`src/rtl/soi_cap_pkg.sv`:
```
// Shared types and width constants for the SOI event capture block.
package soi_cap_pkg;

  typedef enum logic [1:0] {
    IDLE    = 2'd0,
    ARMED   = 2'd1,
    CAPTURE = 2'd2
  } soi_cap_state_e;

  localparam int DROP_CNT_W = 16;
  localparam int SOI_W_DEF  = 8;
  localparam int TS_W_DEF   = 32;

  // Record layout is {ts, soi}; the default-width struct documents the packing.
  typedef struct packed {
    logic [TS_W_DEF-1:0]  ts;
    logic [SOI_W_DEF-1:0] soi;
  } soi_cap_rec_t;

  function automatic int rec_w(input int ts_w, input int soi_w);
    return ts_w + soi_w;
  endfunction

endpackage

```
`src/rtl/soi_cap_fifo.sv`:
```
// Synchronous FIFO with registered storage, push/full/level interface and
// a valid/ready pop port. A push while full is accepted only alongside a pop.
module soi_cap_fifo #(
  parameter int  W     = 40,
  parameter int  DEPTH = 16,
  localparam int AW    = $clog2(DEPTH),
  localparam int LW    = AW + 1
) (
  input  logic          clk,
  input  logic          rst_n,
  input  logic          push_i,
  input  logic [W-1:0]  din_i,
  output logic          full_o,
  input  logic          ready_i,
  output logic          valid_o,
  output logic [W-1:0]  dout_o,
  output logic [LW-1:0] level_o
);

  logic [W-1:0]  mem_q [DEPTH];
  logic [AW-1:0] wr_ptr_q, rd_ptr_q;
  logic [LW-1:0] cnt_q, cnt_d;
  logic          do_push, do_pop;

  assign valid_o = (cnt_q != '0);
  assign full_o  = (cnt_q == LW'(DEPTH));
  assign do_pop  = valid_o && ready_i;
  assign do_push = push_i && (!full_o || do_pop);
  assign dout_o  = mem_q[rd_ptr_q];
  assign level_o = cnt_q;

  always_comb begin
    cnt_d = cnt_q;
    if (do_push && !do_pop) begin
      cnt_d = cnt_q + LW'(1);
    end else if (do_pop && !do_push) begin
      cnt_d = cnt_q - LW'(1);
    end
  end

  // Storage is reset so the head word reads as zero after reset.
  always_ff @(posedge clk or negedge rst_n) begin
    if (!rst_n) begin
      for (int i = 0; i < DEPTH; i++) begin
        mem_q[i] <= '0;
      end
      wr_ptr_q <= '0;
      rd_ptr_q <= '0;
      cnt_q    <= '0;
    end else begin
      if (do_push) begin
        mem_q[wr_ptr_q] <= din_i;
        wr_ptr_q        <= wr_ptr_q + AW'(1);
      end
      if (do_pop) begin
        rd_ptr_q <= rd_ptr_q + AW'(1);
      end
      cnt_q <= cnt_d;
    end
  end

endmodule

```
`src/rtl/soi_event_capture.sv`:
```
// Captures masked changes on probed SOI bits as {timestamp, soi} records.
// Define SOI_CAP_DELTA_TS_EN for delta timestamps instead of absolute ones.
module soi_event_capture
  import soi_cap_pkg::*;
#(
  parameter int SOI_W = 8,
  parameter int TS_W  = 32,
  parameter int DEPTH = 16
) (
  input  logic                  clk,
  input  logic                  rst_n,
  input  logic [SOI_W-1:0]      soi_i,
  input  logic [SOI_W-1:0]      mask_i,
  input  logic                  arm_i,
  input  logic                  disarm_i,
  output logic                  rec_valid_o,
  input  logic                  rec_ready_i,
  output logic [TS_W-1:0]       rec_ts_o,
  output logic [SOI_W-1:0]      rec_soi_o,
  output logic [DROP_CNT_W-1:0] drop_cnt_o,
  output logic [1:0]            state_o,
  output logic [$clog2(DEPTH):0] level_o
);

  localparam int REC_W = rec_w(TS_W, SOI_W);

  soi_cap_state_e        state_q, state_d;
  logic [SOI_W-1:0]      soi_q;
  logic [DROP_CNT_W-1:0] drop_q, drop_d;
  logic [TS_W-1:0]       ts_val;
  logic                  chg, wr, arm_acc, full, pop, drop, accepted;
  logic [REC_W-1:0]      fifo_dout;

  assign chg      = |((soi_i ^ soi_q) & mask_i);
  assign pop      = rec_valid_o && rec_ready_i;
  assign drop     = wr && full && !pop;
  assign accepted = wr && !drop;

  always_comb begin
    state_d = state_q;
    wr      = 1'b0;
    arm_acc = 1'b0;
    case (state_q)
      IDLE: begin
        if (!disarm_i && arm_i) begin
          state_d = ARMED;
          arm_acc = 1'b1;
        end
      end
      ARMED: begin
        wr = chg;
        if (disarm_i) begin
          state_d = IDLE;
        end else if (chg) begin
          state_d = CAPTURE;
        end
      end
      CAPTURE: begin
        wr = chg;
        if (disarm_i) begin
          state_d = IDLE;
        end
      end
      default: state_d = IDLE;
    endcase
  end

  always_comb begin
    drop_d = drop_q;
    if (arm_acc) begin
      drop_d = '0;
    end else if (drop && (drop_q != '1)) begin
      drop_d = drop_q + DROP_CNT_W'(1);
    end
  end

  always_ff @(posedge clk or negedge rst_n) begin
    if (!rst_n) begin
      state_q <= IDLE;
      soi_q   <= '0;
      drop_q  <= '0;
    end else begin
      state_q <= state_d;
      soi_q   <= soi_i;
      drop_q  <= drop_d;
    end
  end

`ifdef SOI_CAP_DELTA_TS_EN
  // Elapsed cycles since the last accepted record (or the arming cycle).
  logic [TS_W-1:0] el_q, el_d;

  always_comb begin
    el_d = (el_q == '1) ? el_q : el_q + TS_W'(1);
    if (arm_acc || accepted) begin
      el_d = TS_W'(1);
    end
  end

  always_ff @(posedge clk or negedge rst_n) begin
    if (!rst_n) begin
      el_q <= '0;
    end else begin
      el_q <= el_d;
    end
  end

  assign ts_val = el_q;
`else
  logic [TS_W-1:0] ts_q;

  always_ff @(posedge clk or negedge rst_n) begin
    if (!rst_n) begin
      ts_q <= '0;
    end else begin
      ts_q <= ts_q + TS_W'(1);
    end
  end

  assign ts_val = ts_q;
`endif

  soi_cap_fifo #(
    .W     (REC_W),
    .DEPTH (DEPTH)
  ) u_fifo (
    .clk     (clk),
    .rst_n   (rst_n),
    .push_i  (wr),
    .din_i   ({ts_val, soi_i}),
    .full_o  (full),
    .ready_i (rec_ready_i),
    .valid_o (rec_valid_o),
    .dout_o  (fifo_dout),
    .level_o (level_o)
  );

  assign rec_ts_o   = fifo_dout[REC_W-1:SOI_W];
  assign rec_soi_o  = fifo_dout[SOI_W-1:0];
  assign drop_cnt_o = drop_q;
  assign state_o    = state_q;

endmodule
```
`config.mk`:
```
export PLATFORM = sky130hd
export DESIGN_NAME = soi_event_capture
export DESIGN_NICKNAME = d
export VERILOG_FILES = /design/src/rtl/soi_cap_pkg.sv /design/src/rtl/soi_cap_fifo.sv /design/src/rtl/soi_event_capture.sv
export SDC_FILE = /design/constraint.sdc
export NUM_CORES = 1
export LEC_CHECK = 0
export CAP_MARGIN = 20
export CORE_ASPECT_RATIO = 1.75
export CORE_UTILIZATION = 25
export CTS_BUF_LIST = sky130_fd_sc_hd__clkbuf_8
export CTS_CLUSTER_DIAMETER = 120
export DETAILED_ROUTE_END_ITERATION = 16
export SLEW_MARGIN = 20
export SYNTH_ARGS = -nofsm -noshare
export SYNTH_HDL_FRONTEND = slang
export SYNTH_SLANG_ARGS = --single-unit
```
`constraint.sdc`:
```
create_clock -name clk -period 4.05 [get_ports clk]
set_input_delay 0.6075 -clock clk [delete_from_list [all_inputs] [get_ports clk]]
set_output_delay 0.6075 -clock clk [all_outputs]
set_load 0.02 [all_outputs]
```
# == After elaboration in Yosys (flattened, before gate mapping) ==
# Cells that the tools add are included.
# Widths: inputs -> output; s select.
# totals
ram_bits,0
inputBits,21
memories,0
latch_bits,0
mem_bits_ro,0
output_inout_bits,64
word_cells,82
ff_bits,711
# classes
shift,0
n_bitwise,4
n_reduce_logical,21
n_addsub,6
mul,0
eq_ne,7
muxes,18
magnitude_cmp,3
div,0
# op_table
op,n
$bwmux 640,1
$bmux 40 s4,1
$demux 40 s4,1
$mux 40,3
$add 32x1->32 const B,1
$mux 16,2
$add 16x1->16 const B,1
$ne 16x16->1 const B,1
$ge 5x5->1 const B,2
$mux 5,2
$not 4->5,2
$logic_and 1x1->1,9
$add 4x1->4 const B,2
$and 8x8->8,1
$mux 2,4
$reduce_or 8->1,1
$xor 8x8->8,1
$pmux 2 s3,1
$add 5x1->5 const B,1
$eq 5x5->1 const B,1
$lt 5x1->1 const B,1
$reduce_bool 5->1,1
$sub 5x1->5 const B,1
$logic_not 1->1,4
other kinds (10),14

# == Logic depth before layout (Yosys ltp) ==
# Gate-level depths: netlist (run 1).
# logic_depth
depth_word,9
depth_mapped,14
ltp_nobuf,12

# == Cells and area by module ==
# From an unflattened synthesis (run 1), not the netlist that was laid out.
# hier_totals
cells_unflattened,2088
area_unflattened_um2,32801.5
# modules_own_cells
mod,cells_each,seq_area_each_um2,area_per_inst_um2,instances
soi_cap_fifo,1815,16340.7,29908.7,1
soi_event_capture,273,1451.4,2892.8,1

# == Worst setup path before layout (run 1) ==
# OpenSTA, ideal clock, no wires.
# synth_timing
path_type,register to register
startpoint,"register u_fifo.cnt_q[1], in the netlist u_fifo.level_o[1]"
endpoint,"register u_fifo.cnt_q[4], in the netlist u_fifo.level_o[4]"
required_time_ns,3.970
setup_time_ns,0.080
path_slack_ns,0.782
stages_incl_launch_ff,13
period_less_slack_ns,3.268
n_path_buf,0
t_arrival_ns,3.189
path_cell_list,dfrtp_1 -> or4_1 -> or2_2 -> and2_1 -> inv_1 -> ha_1 -> inv_1 -> ha_1 -> nor2b_1 -> o21a_1 -> or3_1 -> a21oi_1 -> xor2_1
# synth_between
elab_chain_len,7
word_cells_on_any_way,15
# synth_rtl
item,line_no,source
"start, declared",soi_cap_fifo.sv:22,"logic [LW-1:0] cnt_q, cnt_d;"
"start signal, assigned",soi_cap_fifo.sv:58,cnt_q <= cnt_d;
$reduce_bool 5->1 (*),soi_cap_fifo.sv:25,assign valid_o = (cnt_q != '0);
via rec_valid_o,soi_event_capture.sv:16,"output logic rec_valid_o,"
$logic_and 1x1->1 (*),soi_cap_fifo.sv:27,assign do_pop = valid_o && ready_i;
$logic_or 1x1->1,soi_cap_fifo.sv:28,assign do_push = push_i && (!full_o || do_pop);
$logic_and 1x1->1,soi_cap_fifo.sv:28,
$logic_not 1->1,soi_cap_fifo.sv:36,end else if (do_pop && !do_push) begin
$logic_and 1x1->1,soi_cap_fifo.sv:36,
$reduce_bool 2->1 (no source line),n/a,
# The timed path passes the listed nets; every way through them passes the cells marked *. The select of a mux whose other input is x is not followed.
# A chain may end at the register's enable or synchronous reset.

# == Worst setup path in the final report (run 1) ==
# layout_timing
startpoint,register u_fifo.rd_ptr_q[0]
endpoint,output port rec_soi_o[3]
# layout_between
elab_chain_len,4
# layout_rtl
item,line_no,source
"start, declared",soi_cap_fifo.sv:21,"logic [AW-1:0] wr_ptr_q, rd_ptr_q;"
"start signal, assigned",soi_cap_fifo.sv:56,rd_ptr_q <= rd_ptr_q + AW'(1);
$not 4->5 (not written as such),soi_cap_fifo.sv:29,assign dout_o = mem_q[rd_ptr_q];
$bmux 40 s4,soi_cap_fifo.sv:29,
$mux 40 (not written as such) (2 in a row),soi_cap_fifo.sv:29,
"end, declared",soi_event_capture.sv:19,"output logic [SOI_W-1:0] rec_soi_o,"
# Every way passes these cells. The select of a mux whose other input is x is not followed.

==> results.tsv, run 1 <==
metric	value	unit
synth_adder_area_share	0.00612	
syn-cell-area	33900	um^2
grt_usage	0.125	
antenna_found_initial	2	
final_common_cell	dfrtp_1	
power.leakage	18.8	nW
fp.dieH	489	um
finalWirelength	83800	um
start_util	0.252	
coreArea	135000	um^2
final_hold_viol_count	0	
critPathLaunchType	flip-flop	
period_needed	3.94	ns
rows	178	
hpwl	49900	um
area_delta_synth_final	16.9	%
period_share	0.973	
io_buffers	84	
cts.path.max_buffers	3	
drt_iter0_drc	816	
instances_no_fill	3994	
wl_per_cell	21.0	um
synth_top_family_by_area	multiplexers	
cts.sinks	711	
power.total	0.0230	W
cp_data_required_time	3.44	ns
clk_pin_slew	0.07	ns
grt_pass1_wl	130000	um
finClkSkew	0.0355	ns
ys_warn_count	0	
clkLatencyLatePin	0.79	ns
cts_tree	built	
yosysSeqAreaShare	0.524	
vias	17800	
power_density	579	nW/um^2
worst_path_most_repeated_cell	mux4_2	
max_cap_violations	0	
cp_max_fo	28	
hp-class	input port to async pin	
outcome	finished, final reports clean	
dp.cells	3802	
ir_worst_vdd	0.349	mV
place_congestion	0.745	
vias_per_cell	4.47	
setup-tns-final	0	ns
crit_slowest_cell	clkdlybuf4s50_1	
crit_chain	buf_12, buf_16, mux4_2, mux4_2, clkdlybuf4s50_1	
synth-xor-area-share	0.0124	
ant_nets	0	
setup_viol	0	
endpoint_kind	primary output	
drc	0	
muxShareOfSynthArea	0.386	
avgSynthCellArea	16.7	um^2
cts_buffers	101	
cp.arrival	3.33	ns
final_core_util	0.295	
die_w	280	um
ios	85	
synth_top_cell_area_share	0.524	
drv_slew	0	
tightest_slew	0.927	ns
cts_root_buf	clkbuf_8	
synth_area_leaders	dfrtp_1 (52%), mux2_4 (16%), mux4_2 (13%)	
grt_max_degree	96	
synth-seq-cells	711	
firstDrtPassIters	4	
slew_headroom	0.382	
synthFlopType	dfrtp_1	
clock.fmax	254	MHz
synth_top_cell_by_area	dfrtp_1	
synth-edff-count	0	
synth-simple-area-share	0.0271	
dieArea	137000	um^2
synth_compound_area_frac	0.00782	
nNetsFinal	2149	
yosysUniqueCellTypes	48	
async_flop_share	1.00	
grt-ovfl-total	0	
final_cell_mix	dfrtp_1 (707), mux2_4 (360), mux2_2 (269)	
crit_type	flip-flop to primary output	
final_layout_size_suffix_gt1_frac	0.505	
synth.net_count	2070	
cp_slowest_stage_delay	0.58	ns
h-tree-depth	3	
rsz0062_at_grt	false	
grt_pass1_vias	19900	
synthesis.instances	2033	
report_power, final:
group | leakage, nW | total (W) | switching [W] | internal, W
logic | 8.09 | 0.00757 | 0.00336 | 0.00421
registers | 9.48 | 0.00916 | 0.000880 | 0.00828
clock network | 1.26 | 0.00625 | 0.00294 | 0.00331
total | 18.8 | 0.0230 | 0.00718 | 0.0158
kinds of logic (layout without fill, tap and decap cells):
kind of cell,Yosys count,after routing
and+or+nand+nor,154,154
xor gates and xnor gates,48,48
adders and majority gates,16,16
buffers and inverters,217,376
AOI/OAI and AO/OA,43,43
muxes,844,844
DFF,711,711
other,0,2
state kept, by name, indices dropped and copies added, names as in the netlist:
signal,cells
soi_q,8
u_fifo.level_o,5
u_fifo.wr_ptr_q,4
u_fifo.rd_ptr_q,4
u_fifo.mem_q,640
ts_q,32
state_o,2
drop_cnt_o,16
critical path, delay by kind of cell, from the launching register on:
family | cells | cell delay, ns
buf+inv | 3 | 1.00
mux | 2 | 1.07
flops | 1 | 0.45
path summary, 6_finish.rpt:
path / start / endpoint / slack (ns) / cells after the start
max in group asynchronous: rst_n / u_fifo.rd_ptr_q[2] / 2.51 / 3
min in group clk: u_fifo.mem_q[533] / u_fifo.mem_q[533] / 0.48 / 1
hold / removal: rst_n / u_fifo.mem_q[223] / 0.44 / 2
setup reg to reg: u_fifo.level_o[1] / u_fifo.level_o[4] / 0.59 / 12
setup / recovery: u_fifo.rd_ptr_q[0] / rec_soi_o[3] / 0.11 / 5
hold reg to reg: u_fifo.mem_q[533] / u_fifo.mem_q[533] / 0.48 / 1
stage by stage:
| step | area, um^2 | worst slack [ns] | hold WS, ns |
|---|---|---|---|
| 2_1_floorplan | 33900 | 0.782 | 0.312 |
| 5_1_grt | 39700 | 0.00364 | 0.482 |
| 3_3_place_gp | 37300 | -0.231 | 0.462 |
| 3_5_place_dp | 37300 | -0.290 | 0.469 |
| 4_1_cts | 39600 | -0.0160 | 0.426 |
| 6_report | 39700 | 0.111 | 0.435 |
metal layers:
metal / GRT usage / share of wire
met1: 0.151 / 0.41
met2: 0.220 / 0.52
met3: 0.0222 / 0.039
met4: 0.0451 / 0.029
met5: 0 / 0
cells in the mapped netlist (3+ instances only):
cell type,count
inv_1,13
nor3_1,8
mux4_2,200
and3_1,7
nand3_1,21
mux2i_1,3
buf_1,19
ha_1,15
nand2_1,36
nand2b_1,7
buf_6,46
mux2_2,269
dfrtp_1,711
a22oi_1,4
clkbuf_1,102
or4_1,9
o31ai_1,4
buf_4,4
a21oi_1,14
and4_1,5
o21ai_0,12
buf_2,33
mux2_1,12
xor2_1,20
nand4_1,14
nor4_2,4
nor2_1,11
or4_4,9
mux2_4,360
or3_1,7
xnor2_1,28
or2_2,4
final cells by class:
cell class	instances	area [um^2]
Timing Repair Buffer	180	2370
Clock buffer	128	1760
Antenna cell	2	5.00
Multi-Input combinational cell	1105	15000
Sequential cell	711	17800
Clock inverter	55	464
Fill cell	13400	94800
Inverter	13	48.8
Tap cell	1800	2250
repair_timing:
item	in CTS	in global routing
endpoints found under the setup margin	38	4
setup buffers	2	0
hold endpoints to repair	71	0
resized for setup	35	3
pin swaps	0	0
hold buffers	1	0
cloned	3	1
No activity file was read; power rests on OpenSTA's default activity.
==> run 2: changes to the inputs <==
PLACE_DENSITY = 0.46   (was default)
SYNTH_HIERARCHICAL = 1   (was default)
==> run 2 against run 1 <==
Clock skew barely moved. Worst hold slack got worse by 0.036 ns. Via count rose by 4.0%. Register-to-register slack improved by 0.28 ns. Die area fell by 3.3%. Sequential share of layout area rose by 1.5 points. Largest power group unchanged. First-iteration DRC count rose by 38%. Global-route usage rose by 1.3 points. Design area fell by 3.2%. Utilization barely moved. Total power fell by 3.6%.
==> results.tsv, run 2 <==
metric	value	unit	change
outcome	finished, final reports clean		unchanged
largest_register_ffs	640		unchanged
start_util	0.252		about the same
fp.dieH	481	um	was 489 um
ys_warn_count	6		was 0
period_needed	3.88	ns	was 3.94 ns
cts_tree	built		unchanged
synth_top_family_by_area	multiplexers		unchanged
drt_iter0_drc	1122		was 816
async_flop_share	1.00		unchanged
yosysUniqueCellTypes	55		was 48
synth_adder_area_share	0.00595		was 0.00612
period_share	0.959		was 0.973
ir_worst_vdd	0.549	mV	was 0.349 mV
nFillCells	13000		was 13400
synthesis.instances	2088		was 2033
power.leakage	17.4	nW	was 18.8 nW
dieArea	133000	um^2	was 137000 um^2
synth.most_common_cell	dfrtp_1		unchanged
final_cell_mix	dfrtp_1 (709), mux2_2 (441), mux4_2 (160), mux2_4 (160), clkbuf_8 (138)		was dfrtp_1 (707), mux2_4 (360), mux2_2 (269)
post_dp_cell_area	36200	um^2	was 37300 um^2
clkLatencyLatePin	0.77	ns	was 0.79 ns
cts.sinks	711		unchanged
cp_data_required_time	3.44	ns	about the same
synth_top_cell_by_area	dfrtp_1		unchanged
setup-tns-final	0	ns	unchanged
synth-simple-area-share	0.0313		was 0.0271
tightest_slew	0.915	ns	was 0.927 ns
final_common_cell	dfrtp_1		unchanged
cts_buffers	107		was 101
critPathLaunchType	flip-flop		unchanged
power_density	577	nW/um^2	was 579 nW/um^2
synth_top_cell_area_share	0.542		was 0.524
rsz0062_at_grt	false		unchanged
grt-ovfl-total	0		unchanged
rows	175		was 178
muxShareOfSynthArea	0.350		was 0.386
power.total	0.0222	W	was 0.0230 W
regMostFlops	u_fifo/mem_q		was u_fifo.mem_q
io_buffers	84		unchanged
clk_pin_slew	0.07	ns	about the same
coreArea	130000	um^2	was 135000 um^2
place_congestion	0.755		was 0.745
startpoint	u_fifo/rd_ptr_q[0]		was u_fifo.rd_ptr_q[0]
area_delta_synth_final	17.1	%	was 16.9%
ios	85		unchanged
grt_pass1_vias	21300		was 19900
drc	0		unchanged
grt_pass1_wl	138000	um	was 130000 um
avgSynthCellArea	15.7	um^2	was 16.7 um^2
antenna_found_initial	2		unchanged
setup_viol	0		unchanged
nNetsFinal	2235		was 2149
synth_area_leaders	dfrtp_1 (54%), mux2_2 (15%), mux4_2 (11%)		was dfrtp_1 (52%), mux2_4 (16%), mux4_2 (13%)
h-tree-depth	3		unchanged
cp_max_fo	21		was 28
crit_type	flip-flop to primary output		unchanged
cts_root_buf	clkbuf_8		unchanged
syn-cell-area	32800	um^2	was 33900 um^2
ant_nets	0		unchanged
finalWirelength	89600	um	was 83800 um
grt_usage	0.138		was 0.125
hpwl	51900	um	was 49900 um
synthFlopType	dfrtp_1		unchanged
vias_per_cell	4.68		was 4.47
design_area	38400	um^2	was 39700 um^2
dp.cells	3765		was 3802
hp-class	input port to async pin		unchanged
synth-xor-area-share	0.0125		was 0.0124
rr_startpoint	u_fifo/level_o[0]		was u_fifo.level_o[1]
clock.fmax	258	MHz	was 254 MHz
endpoint_kind	primary output		unchanged
synth-edff-count	0		unchanged
slew_headroom	0.388		was 0.382
finClkSkew	0.0359	ns	was 0.0355 ns
die_w	276	um	was 280 um
cts.path.max_buffers	3		unchanged
cp.arrival	3.27	ns	was 3.33 ns
synth-seq-cells	711		unchanged
ys_top_cells_by_count	dfrtp_1 (711), mux2_2 (441), mux2_4 (160), mux4_2 (160)		was dfrtp_1 (711), mux2_4 (360), mux2_2 (269)
wl_per_cell	22.6	um	was 21.0 um
synth_compound_area_frac	0.0306		was 0.00782
synth.net_count	2124		was 2070
instances_no_fill	3963		was 3994
vias	18600		was 17800
grt_max_degree	137		was 96
final_hold_viol_count	0		unchanged
yosysSeqAreaShare	0.542		was 0.524
final_layout_size_suffix_gt1_frac	0.454		was 0.505
firstDrtPassIters	5		was 4
max_cap_violations	0		unchanged
drv_slew	0		unchanged
run 2: power breakdown:
part	total (W)	switching [W]	internal (W)	leakage (nW)
Clock	0.00593	0.00290	0.00304	1.25
Combinational	0.00736	0.00375	0.00361	6.54
Sequential	0.00888	0.000672	0.00820	9.59
Total	0.0222	0.00732	0.0148	17.4
run 2: path summary, 6_finish.rpt:
| path | cells after the start | to | slack [ns] |
|---|---|---|---|
| setup / recovery | 6 | rec_ts_o[1] | 0.17 |
| hold / removal | 2 | u_fifo/mem_q[593] | 0.40 |
| setup reg to reg | 11 | u_fifo/level_o[4] | 0.87 |
| hold reg to reg | 1 | u_fifo/mem_q[67] | 0.48 |
| max in group asynchronous | 3 | u_fifo/mem_q[47] | 2.38 |
| min in group clk | 1 | u_fifo/mem_q[67] | 0.48 |
run 2: timing repair:
action / in CTS / in global routing
resized for setup: 2 / 1
endpoints found under the setup margin: 22 / 1
endpoints found under the hold margin: 54 / 0
gates cloned: 1 / 0
hold buffers: 1 / 0
setup buffers: 4 / 0
run 2: logic make-up after synthesis:
family | count (synthesis)
buffers and inverters | 179
adder cells (fa/ha/maj) | 15
multiplexers | 808
flip-flops | 711
XOR/XNOR | 47
AO/OA/AOI/OAI | 130
AND/OR/NAND/NOR | 198
run 2: cell type report:
class                      instances  area, um^2  share of cell area
inverter                          12        45.0             0.00117
clock inverter                    53         230             0.00599
clock buffer                     138        1900              0.0495
sequential                       711       17800               0.463
tap                             1681        2100              0.0548
timing repair buffer             169        2080              0.0543
multi-input combinational       1198       14200               0.371
antenna                            1        2.50           0.0000652
run 2: layer usage:
layer  GRT usage  share of wire  up-vias
met3      0.0215          0.032      140
met5           0              0        -
met2       0.246           0.53      325
met4      0.0448          0.026        0
li1            -              -     7951
met1       0.168           0.41    10100
run 2: worst max-delay path: stages (launching register included):
cell and delay, ns:
dfrtp_4 0.50, buf_12 0.25, buf_12 0.20, mux4_2 0.50, a22oi_1 0.32, nand2_1 0.12, clkdlybuf4s50_1 0.57
run 2: through the flow:
stage	setup slack [ns]	hold WS (ns)	utilization
3_3_place_gp	0.00205	0.462	0.278
3_5_place_dp	0.145	0.471	0.278
4_1_cts	0.0195	0.360	0.295
6_report	0.168	0.399	0.295
5_1_grt	0.000334	0.382	0.295
2_1_floorplan	0.734	0.312	-
